**src/rtl/dual_alu_io_responder.sv**
```systemverilog
// Dual 4-bit ALU behind a pad interface: a debounced input word is
// accepted once stable, evaluated by two ALUs and published on res_o.
module dual_alu_io_responder #(
    parameter int unsigned STABLE_CYCLES = 4
) (
    input  logic        wb_clk_i,
    input  logic        wb_rst_i,
    input  logic [19:0] in_word_i,
    output logic [14:0] res_o,
    output logic [14:0] io_oeb_o,
    output logic        busy_o
);

    typedef enum logic [1:0] {
        IDLE,
        SETTLE,
        EXEC
    } state_t;

    localparam logic [3:0] STABLE = 4'(STABLE_CYCLES);

    state_t      state;
    state_t      state_nx;
    logic [19:0] sync1;
    logic [19:0] sw;
    logic [19:0] ps;
    logic [19:0] acc_word;
    logic [3:0]  stab_cnt;
    logic [3:0]  stab_nx;
    logic        first_flag;
    logic        accept;
    logic [3:0]  upd_cnt;
    logic [4:0]  r0;
    logic [4:0]  r1;

    function automatic logic [4:0] alu(
        input logic [1:0] sel,
        input logic [3:0] a,
        input logic [3:0] b
    );
        logic [4:0] r;
        case (sel)
            2'b00:   r = {1'b0, a} + {1'b0, b};
            2'b01:   r = {1'b0, a} - {1'b0, b};
            2'b10:   r = {1'b0, a & b};
            default: r = {1'b0, a ^ b};
        endcase
        return r;
    endfunction

    assign upd_cnt = res_o[13:10];
    assign r0 = alu(acc_word[17:16], acc_word[3:0], acc_word[7:4]);
    assign r1 = alu(acc_word[19:18], acc_word[11:8], acc_word[15:12]);

    always_comb begin
        stab_nx = stab_cnt;
        if (sw != ps)
            stab_nx = 4'd0;
        else if (stab_cnt != STABLE)
            stab_nx = stab_cnt + 4'd1;
    end

    // Acceptance fires on the edge where the stability count reaches
    // its target, so the word is latched without an extra wait cycle.
    always_comb begin
        state_nx = state;
        accept   = 1'b0;
        case (state)
            IDLE: begin
                if (first_flag || sw != acc_word)
                    state_nx = SETTLE;
            end
            SETTLE: begin
                if (!first_flag && sw == acc_word) begin
                    state_nx = IDLE;
                end else if (stab_nx == STABLE) begin
                    state_nx = EXEC;
                    accept   = 1'b1;
                end
            end
            EXEC: begin
                state_nx = IDLE;
            end
            default: begin
                state_nx = IDLE;
            end
        endcase
    end

    // The IDLE cycle that has already seen a new word counts as busy.
    assign busy_o = (state != IDLE) || (!first_flag && sw != acc_word);

    always_ff @(posedge wb_clk_i) begin
        if (wb_rst_i) begin
            sync1      <= '0;
            sw         <= '0;
            ps         <= '0;
            stab_cnt   <= '0;
            acc_word   <= '0;
            first_flag <= 1'b1;
            state      <= IDLE;
            res_o      <= '0;
            io_oeb_o   <= '1;
        end else begin
            sync1    <= in_word_i;
            sw       <= sync1;
            ps       <= sw;
            stab_cnt <= stab_nx;
            state    <= state_nx;
            io_oeb_o <= '0;
            if (accept) begin
                acc_word   <= sw;
                first_flag <= 1'b0;
            end
            if (state == EXEC)
                res_o <= {1'b1, upd_cnt + 4'd1, r1, r0};
        end
    end

endmodule
```
**config.mk**
```make
export PLATFORM = sky130hd
export DESIGN_NAME = dual_alu_io_responder
export DESIGN_NICKNAME = d
export VERILOG_FILES = /design/src/rtl/dual_alu_io_responder.sv
export SDC_FILE = /design/constraint.sdc
export NUM_CORES = 1
export LEC_CHECK = 0
export BUFFER_PORTS_ARGS = -buffer_cell sky130_fd_sc_hd__clkbuf_2
export CORE_ASPECT_RATIO = 0.7
export CORE_MARGIN = 5
export CORE_UTILIZATION = 45
export DETAILED_ROUTE_END_ITERATION = 7
export GPL_TIMING_DRIVEN = 0
export HOLD_SLACK_MARGIN = 0.05
export SETUP_SLACK_MARGIN = 0.05
export SKIP_CTS_REPAIR_TIMING = 1
export SYNTH_ARGS = -nofsm -noshare
export SYNTH_HDL_FRONTEND = slang
export SYNTH_SLANG_ARGS = --single-unit
```
**constraint.sdc**
```tcl
create_clock -name wb_clk_i -period 6 [get_ports wb_clk_i]
set_input_delay 0.6 -clock wb_clk_i [delete_from_list [all_inputs] [get_ports wb_clk_i]]
set_output_delay 0.6 -clock wb_clk_i [all_outputs]
set_load 0.01 [all_outputs]
```
# Yosys cells after proc, flatten, opt, wreduce, memory -nomap -nowiden
# Index checks and enable logic that the tools add are counted.
# totals
reg_bits,117
inputBits,22
output_inout_bits,31
word_cells,54
# classes
addsub,6
n_eq_ne,13
n_mux,12
bitwise,4
reduce_logical,10
# op_table
operator,n
$ne 20x20->1,2
$pmux 5 s3,2
$eq 20x20->1,1
$mux 15,1
$add 4x4->5,2
$sub 4x4->5,2
$add 4x1->4 const B,2
$and 4x4->4,2
$mux 4,2
$xor 4x4->4,2
$eq 2x1->1 const B,3
$eq 2x2->1 const B,3
$logic_not 2->1,3
$mux 2,3
$eq 4x3->1 const B,1
$ne 4x3->1 const B,1
$pmux 2 s2,1
$mux 1,3
$ne 3x3->1 const B,1
$logic_and 1x1->1,2
$logic_or 1x1->1,2
$ne 2x2->1 const B,1
$reduce_and 2->1,1
$reduce_bool 2->1,1
$logic_not 1->1,1

# Depth between registers and ports, before layout
# depth
word_depth,7
ltp_mapped,11
depth_no_buf,11

# Worst setup path after synthesis
# No wires, ideal clock.
# synth_timing
kind,flip-flop to flip-flop
from,reg acc_word[17]
to,reg res_o[4]
setup_ns,0.071
t_arrival_ns,2.344
required_ns,5.929
path_slack_ns,3.586
stages_incl_launch_ff,11
path_buffers,1
synth_period_minus_slack_ns,2.414
cell_sequence,dfxtp_1 -> clkbuf_1 -> nand2b_1 -> nor2b_1 -> xnor2_1 -> ha_1 -> nor2b_1 -> o21a_1 -> or3_1 -> a211o_1 -> a21oi_1
# synth_between
elab_chain_cells,2
word_cells_on_any_way,4
cone_classes,2 x eq/ne; 1 x mux; 1 x reduce/logical
# synth_lines
item,line_no,rtl
"start, declared",27,logic [19:0] acc_word;
"start signal, assigned",112,acc_word <= sw;
$eq 2x2->1 (tied with other cells),42,case (sel)
$pmux 5 s3 (*),42,
"end signal, assigned",116,"res_o <= {1'b1, upd_cnt + 4'd1, r1, r0};"
"end, declared",9,"output logic [14:0] res_o,"
# Every way passes the cells marked *; elsewhere a longest branch is shown, timed or not.
# A chain may end at the register's enable or synchronous reset.

# Worst setup path in the final report
# layout_timing
from,reg acc_word[19]
to,reg res_o[9]
# The elaborated chain is that of the path after synthesis.

==> impl_results.html <==
<table>
<tr><th>Metric</th><th>Value</th></tr>
<tr><th colspan="2">Routing</th></tr>
<tr><td>Post-detailed-route DRC marker count</td><td>0</td></tr>
<tr><td>Vias</td><td>3094</td></tr>
<tr><td>Number of optimization iterations in the first detailed-route pass</td><td>4</td></tr>
<tr><td>Starting DRT DRC Count</td><td>156</td></tr>
<tr><td>Via-per-instance ratio</td><td>4.716</td></tr>
<tr><td>Routed wire length</td><td>9388 microns</td></tr>
<tr><td>Average routed wire per standard cell</td><td>14.31 microns</td></tr>
<tr><td>Number of nets still failing antenna checks after routing</td><td>0</td></tr>
<tr><th colspan="2">STA</th></tr>
<tr><td>Pins over their slew limit</td><td>0</td></tr>
<tr><td>Clock skew</td><td>0.008821 ns</td></tr>
<tr><td>Max frequency</td><td>363.4 MHz</td></tr>
<tr><td>PnR worst setup slack</td><td>3.248 ns</td></tr>
<tr><td>Final-report hold violation count</td><td>0</td></tr>
<tr><td>Final hold slack</td><td>0.3818 ns</td></tr>
<tr><td>Post-Route Setup TNS</td><td>0 ns</td></tr>
<tr><td>Worst rel slew slack</td><td>0.6105</td></tr>
<tr><td>Final critical delay including setup and external delays</td><td>2.752 ns</td></tr>
<tr><td>Endpoints failing setup</td><td>0</td></tr>
<tr><td>Final Cycle Share</td><td>0.4587</td></tr>
<tr><td>RSZ-0062 raised after global routing</td><td>no</td></tr>
<tr><td>Actual transition at the worst max-transition pin</td><td>0.5789 ns</td></tr>
<tr><th colspan="2">Layout</th></tr>
<tr><td>Layout area overhead</td><td>15.48%</td></tr>
<tr><td>Number of inserted filler cells in the final layout</td><td>972</td></tr>
<tr><td>Diode insertion count for antenna repair</td><td>0</td></tr>
<tr><td>Nets</td><td>564</td></tr>
<tr><td>Final core utilization</td><td>0.5251</td></tr>
<tr><td>Sequential cell area in the final layout</td><td>0.002062 sq mm</td></tr>
<tr><td>Share of final-layout standard cells stronger than drive strength 1</td><td>0.2099</td></tr>
<tr><td>Most used cells in the layout excluding fill and tap cells</td><td>sky130_fd_sc_hd__dfxtp_1, sky130_fd_sc_hd__nor2b_1, sky130_fd_sc_hd__clkbuf_2</td></tr>
<tr><td>Commonest non-fill, non-tap cell in the layout</td><td>sky130_fd_sc_hd__dfxtp_1</td></tr>
<tr><td>Area of the multi-input gates</td><td>0.002320 sq mm</td></tr>
<tr><th colspan="2">Worst setup path</th></tr>
<tr><td>Worst Setup Path Type</td><td>reg2reg</td></tr>
<tr><td>Timing startpoint of the critical path</td><td>acc_word[19]</td></tr>
<tr><td>Kind of start point of the critical path</td><td>register</td></tr>
<tr><td>R2R Path Start</td><td>acc_word[19]</td></tr>
<tr><td>Kind of end point of the critical path</td><td>register</td></tr>
<tr><td>Arrival time of data at the critical path endpoint</td><td>3.02 ns</td></tr>
<tr><td>Largest fanout on the critical path</td><td>10</td></tr>
<tr><td>Worst Path Required</td><td>6.27 ns</td></tr>
<tr><th colspan="2">Logic synthesis</th></tr>
<tr><td>Total of flip-flops plus latches after synthesis</td><td>103</td></tr>
<tr><td>Leading register cell type out of synthesis</td><td>sky130_fd_sc_hd__dfxtp_1</td></tr>
<tr><td>Synth Cell Area</td><td>0.004638 sq mm</td></tr>
<tr><td>Post-Syn Nets</td><td>501</td></tr>
<tr><td>Avg Cell Area, Syn</td><td>10.17 sq um</td></tr>
<tr><td>Count of warnings emitted by yosys</td><td>0</td></tr>
<tr><td>Number of enable-type register cells in the synthesized netlist</td><td>0</td></tr>
<tr><td>FFs w/ async S/R, synth</td><td>0</td></tr>
<tr><td>Count of unique library cells instantiated by Yosys</td><td>44</td></tr>
<tr><td>Synthesized netlist cell count</td><td>456</td></tr>
<tr><td>Proportion of synthesized chip area in sequential cells</td><td>0.4446</td></tr>
<tr><th colspan="2">Placement</th></tr>
<tr><td>Routability congestion estimate from global placement</td><td>0.7724</td></tr>
<tr><td>Number of input and output port buffers inserted</td><td>52</td></tr>
<tr><td>Setup WS pre-CTS</td><td>3.254 ns</td></tr>
<tr><td>Half-perimeter wire length after detailed placement</td><td>7156 microns</td></tr>
<tr><th colspan="2">Power</th></tr>
<tr><td>Worst vdd ir</td><td>0.0001675 V</td></tr>
<tr><td>Static Leak</td><td>0.002381 uW</td></tr>
<tr><td>Sum of internal, switching and leakage power</td><td>1350 uW</td></tr>
<tr><td>Pwr Density</td><td>252.1 mW/mm^2</td></tr>
<tr><th colspan="2">Job</th></tr>
<tr><td>Max-capacitance violation count</td><td>0</td></tr>
<tr><th colspan="2">Floorplan</th></tr>
<tr><td>Count of boundary I/O pins</td><td>53</td></tr>
<tr><td>Width of the chip</td><td>131.3 microns</td></tr>
<tr><td>Initial cell density of the core</td><td>0.4547</td></tr>
<tr><td>Vertical die dimension</td><td>94.94 microns</td></tr>
<tr><td>Row cnt</td><td>31</td></tr>
<tr><td>Std-Cell Core Area</td><td>0.01020 sq mm</td></tr>
<tr><td>Die Footprint</td><td>0.01247 sq mm</td></tr>
<tr><th colspan="2">Clocking</th></tr>
<tr><td>TritonCTS clock tree</td><td>built</td></tr>
<tr><td>Clock sinks</td><td>103</td></tr>
<tr><td>H-Tree Depth</td><td>3</td></tr>
<tr><td>CTS buffer count</td><td>9</td></tr>
<tr><td>Longest Clk Path Bufs</td><td>2</td></tr>
<tr><td>Clock transition at the register clock pins on the worst setup and hold paths after CTS</td><td>0.07 ns</td></tr>
<tr><td>Worst skew pair latency</td><td>0.34 ns</td></tr>
<tr><td>Root Buffer Master</td><td>sky130_fd_sc_hd__clkbuf_16</td></tr>
<tr><th colspan="2">Global route</th></tr>
<tr><td>Total global-route track usage</td><td>0.1635</td></tr>
<tr><td>First-pass GRT wire length</td><td>15970 microns</td></tr>
<tr><td>Remaining Overflow, GRT</td><td>0</td></tr>
<tr><td>Antenna violations before repair</td><td>0</td></tr>
<tr><td>Vias in the first global route</td><td>3181</td></tr>
<tr><td>Largest net degree at the start of global routing</td><td>20</td></tr>
<tr><th colspan="2">Outcome</th></tr>
<tr><td>Run status</td><td>complete, no violations</td></tr>
<tr><th colspan="2">Min path</th></tr>
<tr><td>Worst min-delay path category</td><td>in2reg</td></tr>
<tr><td>Worst hold path startpoint</td><td>wb_rst_i</td></tr>
</table>
==> state kept, by name, indices dropped and copies added, names as in the netlist <==
signal	cells
acc_word	20
first_flag	1
io_oeb_o	1
ps	20
res_o	15
stab_cnt	4
state	2
sw	20
sync1	20
==> metal layers <==
layer | track usage | share of wire
met1 | 0.2245 | 0.52
met2 | 0.2466 | 0.43
met3 | 0.05059 | 0.039
met4 | 0.05223 | 0.012
met5 | 0 | 0
==> synth_stat cells, types with 3 or more instances <==
library cell / n / area share
sky130_fd_sc_hd__nor3_1: 5 / 0.0054
sky130_fd_sc_hd__ha_1: 21 / 0.057
sky130_fd_sc_hd__inv_1: 14 / 0.011
sky130_fd_sc_hd__o211ai_1: 3 / 0.0049
sky130_fd_sc_hd__nand2_1: 23 / 0.019
sky130_fd_sc_hd__mux2i_1: 8 / 0.017
sky130_fd_sc_hd__nor2b_1: 83 / 0.11
sky130_fd_sc_hd__xor2_1: 44 / 0.083
sky130_fd_sc_hd__a211oi_1: 3 / 0.0049
sky130_fd_sc_hd__xnor2_1: 5 / 0.0094
sky130_fd_sc_hd__nand2b_1: 6 / 0.0081
sky130_fd_sc_hd__buf_4: 14 / 0.023
sky130_fd_sc_hd__clkbuf_1: 13 / 0.011
sky130_fd_sc_hd__nor4_1: 10 / 0.013
sky130_fd_sc_hd__nor2_1: 20 / 0.016
sky130_fd_sc_hd__buf_6: 3 / 0.0073
sky130_fd_sc_hd__o21a_1: 3 / 0.0049
sky130_fd_sc_hd__a21oi_1: 11 / 0.012
sky130_fd_sc_hd__dfxtp_1: 103 / 0.44
sky130_fd_sc_hd__mux2_4: 19 / 0.062
sky130_fd_sc_hd__o21ai_0: 7 / 0.0076
sky130_fd_sc_hd__buf_1: 3 / 0.0024
sky130_fd_sc_hd__nand3_1: 4 / 0.0043
==> metrics by stage <==
stage          cell area (sq um)  std cells
2_1_floorplan               4638        456
3_3_place_gp                5064        640
3_5_place_dp                5064        640
4_1_cts                     5356        656
5_1_grt                     5356        656
6_report                    5356        656
==> report_power, final <==
part | total (uW) | internal, uW | switching, uW
registers | 711 | 700 | 10.8
clock network | 566 | 292 | 274
logic | 74.0 | 35.3 | 38.7
==> cell type report <==
type                    count  area share
multi-input cells         305      0.4331
flip-flops and latches    103      0.3850
repair buffers             52     0.04859
clock buffers               9     0.04205
plain buffers              34     0.03808
well taps                 132     0.03083
clock inverters             7     0.01261
inverters                  14    0.009811
==> logic make-up (layout without fill, tap and decap cells) <==
kind of cell / Yosys count / count (layout) / share of synthesized area
adder cells (fa/ha/maj): 23 / 23 / 0.06528
AND/OR/NAND/NOR: 166 / 166 / 0.2037
XOR/XNOR: 49 / 49 / 0.09253
buffers and inverters: 48 / 116 / 0.05530
AO/OA/AOI/OAI: 39 / 39 / 0.05746
flip-flops: 103 / 103 / 0.4446
multiplexers: 28 / 28 / 0.08120
==> worst paths after layout <==
kind	end	slack, ns	cells past startpoint
setup / recovery	res_o[9]	3.25	10
hold / removal	io_oeb_o[13]	0.38	1
setup reg to reg	res_o[9]	3.25	10
hold reg to reg	sw[13]	0.44	1
==> worst max-delay path, stage by stage, from the launching register on <==
cell                       delay [ns]
sky130_fd_sc_hd__dfxtp_1         0.35
sky130_fd_sc_hd__clkbuf_1        0.41
sky130_fd_sc_hd__nand2b_1        0.26
sky130_fd_sc_hd__nor2b_1         0.18
sky130_fd_sc_hd__xnor2_1         0.13
sky130_fd_sc_hd__ha_1            0.27
sky130_fd_sc_hd__nor2b_1         0.14
sky130_fd_sc_hd__o21a_1          0.17
sky130_fd_sc_hd__or3_1           0.34
sky130_fd_sc_hd__a211o_1         0.29
sky130_fd_sc_hd__a21oi_1         0.14
(Power assumes the default switching activity.)
